### src/rtl/am_lock_n_rx.sv
// Per-lane alignment marker lock and BIP3 monitor for 40G/100G BASE-R receive PCS.
// Finds the lane marker, confirms it one period later, tracks lock with mismatch tolerance.
module am_lock_n_rx #(
    parameter  int BLOCK_W   = 66,
    parameter  int LANE_N    = 4,
    parameter  int GAP_N     = 16383,
    parameter  int NV_MAX    = 4,
    parameter  int CNT_W     = 16,
    localparam int LANE_ID_W = $clog2(LANE_N)
) (
    input  logic                 clk,
    input  logic                 nreset,
    input  logic                 signal_ok_i,
    input  logic                 block_v_i,
    input  logic [BLOCK_W-1:0]   block_i,
    input  logic                 bip_cnt_clr_i,
    output logic                 lock_o,
    output logic [LANE_ID_W-1:0] lane_o,
    output logic [LANE_N-1:0]    lane_oh_o,
    output logic                 am_v_o,
    output logic                 slip_o,
    output logic                 bip_err_o,
    output logic [CNT_W-1:0]     bip_err_cnt_o
);

    localparam int GAP_W = $clog2(GAP_N + 1);
    localparam int NV_W  = $clog2(NV_MAX + 1);

    if (!(LANE_N == 4 || LANE_N == 20)) begin : g_bad_lane_n
        $error("am_lock_n_rx: LANE_N must be 4 or 20");
    end
    if (BLOCK_W != 66) begin : g_bad_block_w
        $error("am_lock_n_rx: BLOCK_W must be 66");
    end

    typedef enum logic [3:0] {
        S_INVALID = 4'b0001,
        S_SYNC    = 4'b0010,
        S_FIRST   = 4'b0100,
        S_LOCK    = 4'b1000
    } state_t;

    // Marker bytes {M0, M1, M2}; M4..M6 are their bitwise inverse.
    function automatic logic [23:0] am_code(input int unsigned lane);
        logic [23:0] c;
        c = '0;
        if (LANE_N == 4) begin
            case (lane)
                0:       c = 24'h907647;
                1:       c = 24'hF0C4E6;
                2:       c = 24'hC5659B;
                3:       c = 24'hA2793D;
                default: c = '0;
            endcase
        end else begin
            case (lane)
                0:       c = 24'hC16821;
                1:       c = 24'h9D718E;
                2:       c = 24'h594BE8;
                3:       c = 24'h4D957B;
                4:       c = 24'hF50709;
                5:       c = 24'hDD14C2;
                6:       c = 24'h9A4A26;
                7:       c = 24'h7B4566;
                8:       c = 24'hA02476;
                9:       c = 24'h68C9FB;
                10:      c = 24'hFD6C99;
                11:      c = 24'hB99155;
                12:      c = 24'h5CB9B2;
                13:      c = 24'h1AF8BD;
                14:      c = 24'h83C7CA;
                15:      c = 24'h3536CD;
                16:      c = 24'hC4314C;
                17:      c = 24'hADD6B7;
                18:      c = 24'h5F662A;
                19:      c = 24'hC0F0E5;
                default: c = '0;
            endcase
        end
        return c;
    endfunction

    // BIP3 contribution: XOR of the eight payload bytes, sync bits folded into bits 3 and 4.
    function automatic logic [7:0] bip_of(input logic [BLOCK_W-1:0] b);
        logic [7:0] p;
        p = '0;
        for (int unsigned j = 0; j < 8; j++) p ^= b[2 + 8*j +: 8];
        p[3] ^= b[0];
        p[4] ^= b[1];
        return p;
    endfunction

    state_t                 state_q, state_d;
    logic [GAP_W-1:0]       gap_q, gap_d;
    logic [NV_W-1:0]        nv_q, nv_d;
    logic [LANE_ID_W-1:0]   lane_q, lane_d;
    logic [7:0]             acc_q, acc_d, blk_bip;
    logic [CNT_W-1:0]       cnt_q;
    logic                   am_v_q, slip_q, bip_err_q;
    logic                   am_v_d, slip_d, bip_err_d;

    logic [LANE_N-1:0]      lane_match;
    logic [LANE_ID_W-1:0]   match_idx;
    logic                   any_match, at_exp, same, nv_last;
    logic [23:0]            rx_m012, rx_m456;

    assign rx_m012 = {block_i[9:2], block_i[17:10], block_i[25:18]};
    assign rx_m456 = {block_i[41:34], block_i[49:42], block_i[57:50]};
    assign blk_bip = bip_of(block_i);

    always_comb begin
        lane_match = '0;
        match_idx  = '0;
        for (int unsigned i = 0; i < LANE_N; i++) begin
            lane_match[i] = (block_i[1:0] == 2'b10) && (rx_m012 == am_code(i))
                            && (rx_m456 == ~am_code(i));
            if (lane_match[i]) match_idx = LANE_ID_W'(i);
        end
    end

    assign any_match = |lane_match;
    assign at_exp    = block_v_i && (gap_q == GAP_W'(GAP_N));
    assign same      = lane_match[lane_q];
    assign nv_last   = (nv_q == NV_W'(NV_MAX - 1));

    always_ff @(posedge clk or negedge nreset) begin
        if (!nreset) state_q <= S_INVALID;
        else         state_q <= state_d;
    end

    always_comb begin
        state_d = state_q;
        if (!signal_ok_i) begin
            state_d = S_INVALID;
        end else if (block_v_i) begin
            case (state_q)
                S_INVALID: state_d = S_SYNC;
                S_SYNC:    if (any_match) state_d = S_FIRST;
                S_FIRST:   if (at_exp) state_d = same ? S_LOCK : S_SYNC;
                S_LOCK:    if (at_exp && !same && nv_last) state_d = S_SYNC;
                default:   state_d = S_INVALID;
            endcase
        end
    end

    always_comb begin
        am_v_d    = 1'b0;
        slip_d    = 1'b0;
        bip_err_d = 1'b0;
        if (signal_ok_i && at_exp && (state_q == S_FIRST || state_q == S_LOCK)) begin
            if (same) begin
                am_v_d    = 1'b1;
                bip_err_d = (acc_q != block_i[33:26]);
            end else if (state_q == S_FIRST || nv_last) begin
                slip_d = 1'b1;
            end
        end
    end

    // Gap and accumulator re-seed at every expected position, matched or not.
    always_comb begin
        gap_d  = gap_q;
        nv_d   = nv_q;
        lane_d = lane_q;
        acc_d  = acc_q;
        if (!signal_ok_i) begin
            gap_d  = '0;
            nv_d   = '0;
            lane_d = '0;
            acc_d  = '0;
        end else if (block_v_i) begin
            case (state_q)
                S_SYNC: begin
                    gap_d = '0;
                    nv_d  = '0;
                    if (any_match) begin
                        lane_d = match_idx;
                        acc_d  = blk_bip;
                    end
                end
                S_FIRST, S_LOCK: begin
                    if (at_exp) begin
                        gap_d = '0;
                        acc_d = blk_bip;
                        nv_d  = (same || nv_last || state_q == S_FIRST) ? '0 : nv_q + 1'b1;
                    end else begin
                        gap_d = gap_q + 1'b1;
                        acc_d = acc_q ^ blk_bip;
                    end
                end
                default: ;
            endcase
        end
    end

    always_ff @(posedge clk or negedge nreset) begin
        if (!nreset) begin
            gap_q     <= '0;
            nv_q      <= '0;
            lane_q    <= '0;
            acc_q     <= '0;
            cnt_q     <= '0;
            am_v_q    <= 1'b0;
            slip_q    <= 1'b0;
            bip_err_q <= 1'b0;
        end else begin
            gap_q     <= gap_d;
            nv_q      <= nv_d;
            lane_q    <= lane_d;
            acc_q     <= acc_d;
            am_v_q    <= am_v_d;
            slip_q    <= slip_d;
            bip_err_q <= bip_err_d;
            if (bip_cnt_clr_i)                   cnt_q <= bip_err_d ? CNT_W'(1) : '0;
            else if (bip_err_d && cnt_q != '1)   cnt_q <= cnt_q + 1'b1;
        end
    end

    always_comb begin
        lane_oh_o = '0;
        if (state_q == S_FIRST || state_q == S_LOCK) lane_oh_o[lane_q] = 1'b1;
    end

    assign lock_o        = (state_q == S_LOCK);
    assign lane_o        = lane_q;
    assign am_v_o        = am_v_q;
    assign slip_o        = slip_q;
    assign bip_err_o     = bip_err_q;
    assign bip_err_cnt_o = cnt_q;

endmodule
### config.mk
export PLATFORM = sky130hd
export DESIGN_NAME = am_lock_n_rx
export DESIGN_NICKNAME = d
export VERILOG_FILES = /design/src/rtl/am_lock_n_rx.sv
export SDC_FILE = /design/constraint.sdc
export NUM_CORES = 1
export LEC_CHECK = 0
export CELL_PAD_IN_SITES_DETAIL_PLACEMENT = 0
export CELL_PAD_IN_SITES_GLOBAL_PLACEMENT = 2
export CORE_MARGIN = 2
export CORE_UTILIZATION = 33
export CTS_BUF_LIST = sky130_fd_sc_hd__clkbuf_4 sky130_fd_sc_hd__clkbuf_8
export DETAILED_ROUTE_END_ITERATION = 12
export GPL_TIMING_DRIVEN = 0
export PLACE_DENSITY_LB_ADDON = 0.1
export SYNTH_ARGS = -nofsm -noshare
export SYNTH_HDL_FRONTEND = slang
export SYNTH_SLANG_ARGS = --single-unit
### constraint.sdc
create_clock -name clk -period 6.3 [get_ports clk]
set_clock_uncertainty 0.2 [all_clocks]
set_input_delay 1.575 -clock clk [delete_from_list [all_inputs] [get_ports clk]]
set_output_delay 1.575 -clock clk [all_outputs]
set_load 0.1 [all_outputs]
==> results summary <==
The worst hold path begins at gap_q[12]$_DFFE_PN0P_. The number of inserted diodes is 0. The slowest stage of the critical path belongs to the cell sky130_fd_sc_hd__clkdlybuf4s50_1.

The number of nets produced by synthesis is 559. The clock passes through at most 2 buffers. Across all register-to-register paths, the minimum setup slack is 3.17 ns. At the worst endpoint, the arrival time is approximately 2.8 ns. Traced cell by cell, the critical path runs through buf_2 > xnor2_1 > nor3_1 > and3_1 > clkdlybuf4s50_1.

The sum of buffers and inverters on the critical path came out at 2. By area, the combinational part of the netlist is dominated by simple AND/OR/NAND/NOR gates. The critical path is of the reg2out type.

The worst hold path terminates at gap_q[12]$_DFFE_PN0P_. After detailed routing, the average wire length per cell comes to ~17 µm. The adder and majority cell fraction of the synthesized area came out at 1.22%.

The detailed router finished its first iteration with 238 violations. The count of nets left with antenna violations once routing finished came out at 0. The post-cts resize count came out at 0. After routing, the total negative slack on setup checks comes to 0 ns. The pin slew with the least headroom to its limit came out at about 1.0 ns. The maximum clock rate came out at ~0.22 GHz. The total standard cell area after synthesis is 4120 µm².

Setup repair after global routing left no endpoint under its margin. In the post-synthesis netlist, the biggest area contributors are sky130_fd_sc_hd__dfrtp_1 (30%), sky130_fd_sc_hd__xnor2_1 (14%), sky130_fd_sc_hd__o21ai_0 (4.1%). The initial antenna violation count came out at 0. The placement-stage cell area came out at about 5300 µm².

The flip-flop cell with the highest count after synthesis is sky130_fd_sc_hd__dfrtp_1. The power consumption is approximately 0.91 mW. The final setup violation count is 0. The total congestion overflow after global routing is 0.

The fraction of layout instances using a drive strength above 1 is 5.78%. The worst register-to-register path begins at lane_o[0]$_DFFE_PN0P_. The post-synthesis cell type count came out at just under 60. IR analysis of the VDD net gives a maximum drop of 0.0000900 V. The top-level I/O count came out at 97.

Global routing used 20.5% of the available tracks across all layers. The leakage power figure is 1.90 nW. The largest single stage delay on the critical path is 1.17 ns. Relative to the synthesized area, the layout overhead comes to 31.5%. Clock-pin slew was measured on the worst setup and hold paths at 0.10 ns. At the end of the flow, the number of nets in the layout was 662. The total iterations of the first detailed-routing run came out at 4. The detailed-route vias per instance is 5.30. At the end of routability-driven placement, the weighted congestion stood at 0.825. The cell family with the largest share of critical-path delay is buffers and inverters. The fraction of synthesized cell area in xor and xnor cells came out at 16.6%. In this run the number of H-tree levels came out at 2. The top layer used by detailed routing is met4. The share of the clock period used by the worst path after layout is 73.2%. For this run, the share of the core covered by cells in the final layout is 44.7%. The largest fanout of any net on the critical path came out at 9. The critical path data required time came out at 4.53 ns. The post-detailed-routing wire length is 13100 µm. The number of hold violations in the final report came out at 0. The clock latency of the later-clocked register in the worst-skew pair is 0.33 ns.

The sequential area share after synthesis came out at 30.4%. The multiplexer share of the synthesized area came out at 0.820%. Leaving out fill and tap cells, the most frequent cells in the layout are sky130_fd_sc_hd__clkdlybuf4s50_1 (94), sky130_fd_sc_hd__xnor2_1 (67), sky130_fd_sc_hd__dfrtp_1 (49), sky130_fd_sc_hd__nand2_1 (38), sky130_fd_sc_hd__o21ai_0 (34).

The wire length of the first global-routing pass came out at 21200 µm. The synthesized-area fraction occupied by and/or/nand/nor cells came out at 33.2%. The clock sink count came out at 50.

The endpoint of the lowest-slack register-to-register path is bip_err_cnt_o[8]$_DFFE_PN0P_. The root buffer cell chosen for the clock tree is sky130_fd_sc_hd__clkbuf_8. The number of clock buffers added by TritonCTS is 5. The flow ran to the end, and the final reports show no timing, DRC or antenna violations. STA classifies the critical path endpoint as an output port.

The area enclosed by the die boundary is 13400 µm². Dividing total power by cell area gives a power density of 168 nW/µm². Summing over every cut layer, the via total after detailed routing is 4007. The final count of pins violating max slew came out at 0.

Entering global routing, the biggest net connects 30 pins. The area of the placeable core came out at 12100 µm². The sum of net half-perimeters after detailed placement came out at 10700 µm. After clock tree synthesis, the setup repair step added 0 buffers. In this run, synthesis produced a sequential element count of 50. Once the floorplan was initialized, standard cells occupied 34.0% of the core. For this block, wires on met1 add up to 6270 µm.

Measured against its own limit, the worst slew margin works out to 30.6%. The number of synthesized flops with an enable pin is 0. The worst hold-check slack came out at 0.320 ns. The synthesized design spends more area on one cell type than any other, namely sky130_fd_sc_hd__dfrtp_1. The post-synthesis area per instance is 8.51 µm². The worst hold-check path type is reg2reg. The met2 layer wire length in the routed design is 6320 µm. The horizontal die dimension is ~120 µm. Summed over its instances, the top area cell type makes up 29.8% of the synthesized netlist area. Synthesis handed over a netlist of 484 instances.

The complex-gate fraction of the synthesized area is 14.9%. The most frequent standard cell in the layout excluding fill and tap cells is sky130_fd_sc_hd__clkdlybuf4s50_1. The total of hold buffers inserted after clock tree synthesis is 0. TritonCTS built the clock tree. Yosys printed 0 warnings. Counting instances, the worst hold path has a depth of 1. The cell area after layout came out at 5410 µm². The total met3 wirelength after detailed routing is 416 µm.

The startpoint type of the worst setup path is a flip-flop. The via count of the first global-routing pass is 4000. The die height is 116 µm. The placement row count is 40. The tool flagged a number of max-cap violations equal to 0. The depth of the worst register-to-register path is 9. In this run the worst setup path begins at state_q[3]$_DFFE_PN0P_. The number of buffers inserted by port buffering is 95. The async set-or-reset flop fraction in the synthesized netlist came out at 100%.

The shortest period the worst path allows is 4.61 ns. The DRC violation count after routing came out at 0.
==> worst max path at each step <==
stage,to,cells past startpoint
after detailed placement,bip_err_cnt_o[8]$_DFFE_PN0P_,10
after global routing,bip_err_cnt_o[15]$_DFFE_PN0P_,10
final,lane_oh_o[3],5
after CTS,lane_oh_o[2],5
after global placement,bip_err_cnt_o[7]$_DFFE_PN0P_,10
after floorplan,lane_oh_o[1],3
==> cells in the mapped netlist, drive strengths merged (8+ instances only) <==
cell type  instances
a21oi             24
and2               9
and3              12
and4bb            11
clkbuf            14
dfrtp             49
inv                9
nand2             39
nand3             30
nand4             24
nor2              27
nor2b             10
nor3              13
nor4              11
nor4bb             8
o21ai             35
xnor2             67
xor2              11
==> flip-flops by register name, indices dropped and copies added, names as in the netlist <==
signal / count
gap_q: 14
acc_q: 8
am_v_o: 1
bip_err_cnt_o: 16
state_q: 4
bip_err_o: 1
nv_q: 3
slip_o: 1
lane_o: 2
==> kinds of logic (layout without fill, tap and decap cells) <==
kind of cell               Yosys count  after routing
AOI/OAI and AO/OA                   98             98
xor gates and xnor gates            78             78
adders and majority gates            4              4
buffers and inverters               28            132
DFF                                 50             50
muxes                                3              3
and+or+nand+nor                    223            223
==> power breakdown <==
group	internal, mW	total, mW	switching [mW]
Combinational	0.147	0.295	0.149
Clock	0.119	0.240	0.121
Sequential	0.342	0.373	0.0305
==> stage by stage <==
| step | setup WS [ns] | std cells |
|---|---|---|
| 2_1_floorplan | 1.06 | 484 |
| 3_3_place_gp | 1.48 | 747 |
| 3_5_place_dp | 1.46 | 748 |
| 4_1_cts | 1.66 | 756 |
| 5_1_grt | 1.56 | 756 |
| 6_report | 1.69 | 756 |
==> area by class of cell <==
type | count | area (µm²)
clock inverters | 3 | 43.8
fillers | 1247 | 6700
well taps | 168 | 210
repair buffers | 96 | 973
multi-input cells | 406 | 2750
flip-flops and latches | 50 | 1250
inverters | 9 | 33.8
clock buffers | 5 | 68.8
plain buffers | 19 | 82.6
==> metal layers <==
metal | vias to the layer above | GRT usage [%]
met3 | 7 | 3.45
met5 | - | 0
met1 | 1936 | 28.2
met4 | 0 | 3.73
li1 | 2004 | -
met2 | 60 | 34.2
Power figures use the tool's default switching activity.
